`config.mk`:
```
export PLATFORM = sky130hd
export DESIGN_NAME = q6_fsm_state_reg
export DESIGN_NICKNAME = d
export VERILOG_FILES = /design/src/rtl/q6_fsm_state_reg.sv
export SDC_FILE = /design/constraint.sdc
export NUM_CORES = 1
export LEC_CHECK = 0
export ABC_CLOCK_PERIOD_IN_PS = 1850
export BUFFER_PORTS_ARGS = -buffer_cell sky130_fd_sc_hd__buf_4
export CAP_MARGIN = 0
export CORE_ASPECT_RATIO = 1.5
export CORE_UTILIZATION = 51
export CTS_CLUSTER_DIAMETER = 150
export DETAILED_ROUTE_END_ITERATION = 16
export PLACE_DENSITY = 0.78
export REMOVE_ABC_BUFFERS = 1
export SLEW_MARGIN = 10
export SYNTH_ARGS = -nofsm -noshare
export SYNTH_HDL_FRONTEND = slang
export SYNTH_SLANG_ARGS = --single-unit
export TNS_END_PERCENT = 1
```
`constraint.sdc`:
```
create_clock -name clk -period 1.85 [get_ports clk]
set_input_delay 0.37 -clock clk [delete_from_list [all_inputs] [get_ports clk]]
set_output_delay 0.37 -clock clk [all_outputs]
set_load 0.03 [all_outputs]
```
`src/rtl/q6_fsm_state_reg.sv`:
```
// ---------------------------------------------------------------------------
// q6_fsm_state_reg
// State-register stage of the six-state w-driven FSM.
// It holds the state code y[3:1] and applies the full next-state function.
// It also decodes the Moore output z and keeps bring-up counters.
//
// Ports
//   clk        in   1      rising-edge clock
//   resetn     in   1      synchronous active-low reset
//   en         in   1      advance enable (0 = hold)
//   w          in   1      FSM input, sampled when en=1
//   ld         in   1      load ld_state into y (overrides en)
//   ld_state   in   3      state code to load, bits [3:1]
//   y          out  3      current state, bits [3:1]
//   y_nxt      out  3      combinational next state for current y/w
//   z          out  1      Moore output, high in E or F
//   err        out  1      sticky flag: an illegal code was loaded
//   e_run      out  CNT_W  consecutive E->E self-loops (saturating)
//   trans_cnt  out  CNT_W  state changes taken via en (wrapping)
// ---------------------------------------------------------------------------
module q6_fsm_state_reg #(
    parameter int CNT_W = 8
) (
    input  logic             clk,
    input  logic             resetn,
    input  logic             en,
    input  logic             w,
    input  logic             ld,
    input  logic [3:1]       ld_state,
    output logic [3:1]       y,
    output logic [3:1]       y_nxt,
    output logic             z,
    output logic             err,
    output logic [CNT_W-1:0] e_run,
    output logic [CNT_W-1:0] trans_cnt
);

    localparam logic [3:1] S_A = 3'b000;
    localparam logic [3:1] S_B = 3'b001;
    localparam logic [3:1] S_C = 3'b010;
    localparam logic [3:1] S_D = 3'b011;
    localparam logic [3:1] S_E = 3'b100;
    localparam logic [3:1] S_F = 3'b101;

    localparam logic [CNT_W-1:0] CNT_ONE = {{(CNT_W-1){1'b0}}, 1'b1};
    localparam logic [CNT_W-1:0] CNT_MAX = {CNT_W{1'b1}};

    logic [3:1]       r_y;
    logic             r_err;
    logic [CNT_W-1:0] r_e_run;
    logic [CNT_W-1:0] r_trans_cnt;

    logic [3:1]       w_y_nxt;
    logic [3:1]       w_y_d;
    logic             w_err_d;
    logic [CNT_W-1:0] w_e_run_d;
    logic [CNT_W-1:0] w_trans_cnt_d;
    logic             w_ld_legal;
    logic             w_z;

    // State register: holds y, sticky err and the observation counters.
    always_ff @(posedge clk) begin
        if (!resetn) begin
            r_y         <= S_A;
            r_err       <= 1'b0;
            r_e_run     <= '0;
            r_trans_cnt <= '0;
        end else begin
            r_y         <= w_y_d;
            r_err       <= w_err_d;
            r_e_run     <= w_e_run_d;
            r_trans_cnt <= w_trans_cnt_d;
        end
    end

    // Next-state logic: transition table plus ld/en priority and counter updates.
    always_comb begin
        case (r_y)
            S_A:     w_y_nxt = w ? S_A : S_B;
            S_B:     w_y_nxt = w ? S_D : S_C;
            S_C:     w_y_nxt = w ? S_D : S_E;
            S_D:     w_y_nxt = w ? S_A : S_F;
            S_E:     w_y_nxt = w ? S_D : S_E;
            S_F:     w_y_nxt = w ? S_D : S_C;
            default: w_y_nxt = S_A;   // illegal codes recover to A
        endcase

        // 110 and 111 are the only illegal codes.
        w_ld_legal    = (ld_state[3:2] != 2'b11);

        w_y_d         = r_y;
        w_err_d       = r_err;
        w_e_run_d     = r_e_run;
        w_trans_cnt_d = r_trans_cnt;

        if (ld) begin
            if (w_ld_legal) begin
                w_y_d   = ld_state;
                w_err_d = r_err;
            end else begin
                w_y_d   = S_A;
                w_err_d = 1'b1;
            end
            w_e_run_d = '0;
        end else if (en) begin
            w_y_d = w_y_nxt;
            // A self-loop is not a state change, so it does not count.
            if (w_y_nxt != r_y) begin
                w_trans_cnt_d = r_trans_cnt + CNT_ONE;
            end else begin
                w_trans_cnt_d = r_trans_cnt;
            end
            if ((r_y == S_E) && (w_y_nxt == S_E)) begin
                if (r_e_run != CNT_MAX) begin
                    w_e_run_d = r_e_run + CNT_ONE;
                end else begin
                    w_e_run_d = CNT_MAX;
                end
            end else begin
                w_e_run_d = '0;
            end
        end else begin
            w_y_d = r_y;
        end
    end

    // Output decode: z is a pure decode of the registered state.
    always_comb begin
        case (r_y)
            S_E:     w_z = 1'b1;
            S_F:     w_z = 1'b1;
            default: w_z = 1'b0;
        endcase
    end

    assign y         = r_y;
    assign y_nxt     = w_y_nxt;
    assign z         = w_z;
    assign err       = r_err;
    assign e_run     = r_e_run;
    assign trans_cnt = r_trans_cnt;

endmodule

```
==> impl_results.md <==
- Root Driver: clkbuf_4
- Util after Layout: 70.2%
- Worst skew pair latency: 0.31 ns
- DRC viols: 0
- I/O pins: 32
- DR pass1 iterations: 4
- Fill count: 179
- Die W: 40.7 um
- Die area: 0.00244 mm2
- FF+latch count, synth: 20
- Crit path DAT: 1.47 ns
- Hold_buf cts: 0
- Clock tree buffer depth: 2
- Netlist cell types: 41
- # nets final: 172
- Crit path max-delay cell type: dfxtp_4
- Via count: 1,113
- Synth area leaders: dfxtp_1, xor2_1, mux2i_1, nand4_1, a211oi_1
- WP data required: 1.48 ns
- Maxcap violations: 0
- Critical path cell sequence: or3b_1, a21oi_2, buf_6
- Setup-failing EPs final: 0
- Largest net degree at the start of global routing: 17
- Post-synthesis cell count: 129
- RSZ-0062 raised after global routing: yes
- Highest clock rate: 543 MHz
- Synthesis warning total: 0
- Initial core utilization: 55.1%
- Worst-path fanout max: 10
- Share of post-route cells with drive strength above 1: 31.7%
- CP Capture Type: output port
- Ys async rst share: 0%
- Status: finished, final reports clean
- Antenna diodes: 0
- Worst Skew: 0.00876 ns
- Hpwl dp: 1910 um
- Vias per cell: 6.08
- Post-Syn Area: 0.00114 mm2
- Finished Cell Area: 0.00146 mm2
- VDD IR-drop max: 389 uV
- First-pass GRT wire length: 4110 um
- Avg Cell Area, Syn: 8.87 um2
- Leak: 0.616 nW
- Maximum single-stage delay on the critical path: 0.41 ns
- Gr usage total: 23.8%
- Port Buffers: 31
- Number of synthesized flops with an enable pin: 0
- Most frequent cells after synthesis: dfxtp_1, nand2_1, nand4_1
- Final worst slack: 0.00980 ns
- Slew Limit Fails: 0
- Routed WL per cell: 14.5 um
- Initial antenna violation count: 0
- Metal-1 WL: 1060 um
- Initial DRC Count: 17
- Yosys top cell area share: 35.0%
- Routed wl met3: 94 um
- Vias in the first global route: 985
- Multi-input gate area: 708 um2
- Worst slew pin tran: 0.499 ns
- GPL Wtd Cong: 0.808
- Yosys top cell by area: dfxtp_1
- Final ANT Viol Nets: 0
- Post-Route WL: 2660 um
- Area grow syn2layout: 27.3%
- PwrDens: 615 mW/mm2
- WL met2: 1480 um
- Top FF cell, synth: dfxtp_1
- H-tree Lvls: 1
- Core box area: 0.00208 mm2
- CTS tree: built
- Final hold viol count: 0
- Dpl ws: 0.244 ns
- Top Metal Used: met4
- Clk slew on worst S/H paths: 0.11 ns
- CP startpoint kind: flip-flop
- Rel. slew slack: 65.9%
- Total CTS buffers: 3
- Sequential-to-total area share from yosys stat: 35.0%
- Register area: 412 um2
- Ratio of final minimum period to clock period: 99.5%
- Hold WC Path Type: input port to flip-flop
- Count leader, synth: dfxtp_1
- Post-DP Area: 0.00138 mm2
- Placement row count: 20
- Crit path kind: flip-flop to output port
- TritonCTS Sinks: 20
- Die height: 60.0 um
- Global route overflow: 0
- Crit path time final: 1.84 ns
cell usage in the layout (no fill, tap or decap), types with 4 or more instances in the layout:
| cell | count |
|---|---|
| buf_4 | 33 |
| xor2_1 | 6 |
| nand3_1 | 4 |
| mux2i_1 | 5 |
| and2_1 | 5 |
| nor2b_1 | 5 |
| nand2b_1 | 4 |
| dfxtp_1 | 17 |
| nand2_1 | 10 |
| o21ai_0 | 5 |
| nand4_1 | 8 |
| a21oi_1 | 6 |
| a211oi_1 | 5 |
area by class of cell:
| class | instances | area share [%] |
|---|---|---|
| Timing Repair Buffer | 34 | 17.8 |
| Tap cell | 22 | 1.89 |
| Inverter | 4 | 1.03 |
| Multi-Input combinational cell | 99 | 48.6 |
| Sequential cell | 20 | 28.2 |
| Clock buffer | 4 | 2.49 |
where the power goes:
part	total [W]	internal, W	leakage (nW)	switching, W
Sequential	0.000455	0.000438	0.164	0.0000170
Clock	0.000255	0.000120	0.0210	0.000135
Combinational	0.000186	0.0000743	0.432	0.000111
Total	0.000896	0.000633	0.616	0.000263
sequential cells by signal, indices dropped and copies added (netlist names):
name	count
trans_cnt	8
y	3
err	1
e_run	8
kinds of logic after synthesis:
family	Yosys count	synth area share, %
AND/OR/NAND/NOR	49	23.9
buffers and inverters	10	4.15
adder cells (fa/ha/maj)	2	2.19
AO/OA/AOI/OAI	36	23.4
flip-flops	20	35.0
multiplexers	5	4.37
XOR/XNOR	7	6.99
critical path: cells and delay by family, from the launching register on:
kind                   cells  cell delay [ns]
AOI/OAI and AO/OA          1             0.20
buffers and inverters      1             0.16
DFF                        1             0.41
and+or+nand+nor            1             0.39
metrics by stage:
stage / setup TNS, ns / total power (W) / cells / hold WS [ns]
floorplan: -0.248 / 0.000569 / 123 / 0.459
global placement: 0 / 0.000638 / 177 / 0.472
detailed placement: 0 / 0.000639 / 177 / 0.484
CTS: 0 / 0.000898 / 181 / 0.334
global route: -0.0431 / 0.000933 / 183 / 0.344
finish: 0 / 0.000896 / 183 / 0.334
final timing paths:
check | startpoint | to | slack [ns] | depth (start not counted)
max | y[2] | y_nxt[3] | 0.01 | 3
max reg2reg | e_run[0] | e_run[2] | 0.30 | 5
min reg2reg | err | err | 0.51 | 2
min | ld_state[2] | y[2] | 0.33 | 3
repair_timing:
action | in CTS | in global routing
setup endpoints to repair | 3 | 2
setup buffers | 0 | 2
gates resized for setup | 5 | 4
pin swaps | 0 | 1
layer usage:
| metal | vias to the layer above | track usage [%] |
|---|---|---|
| met2 | 24 | 46.0 |
| li1 | 546 | - |
| met4 | 0 | 8.57 |
| met5 | - | 0 |
| met3 | 5 | 3.35 |
| met1 | 538 | 23.1 |
(Power assumes the default switching activity.)
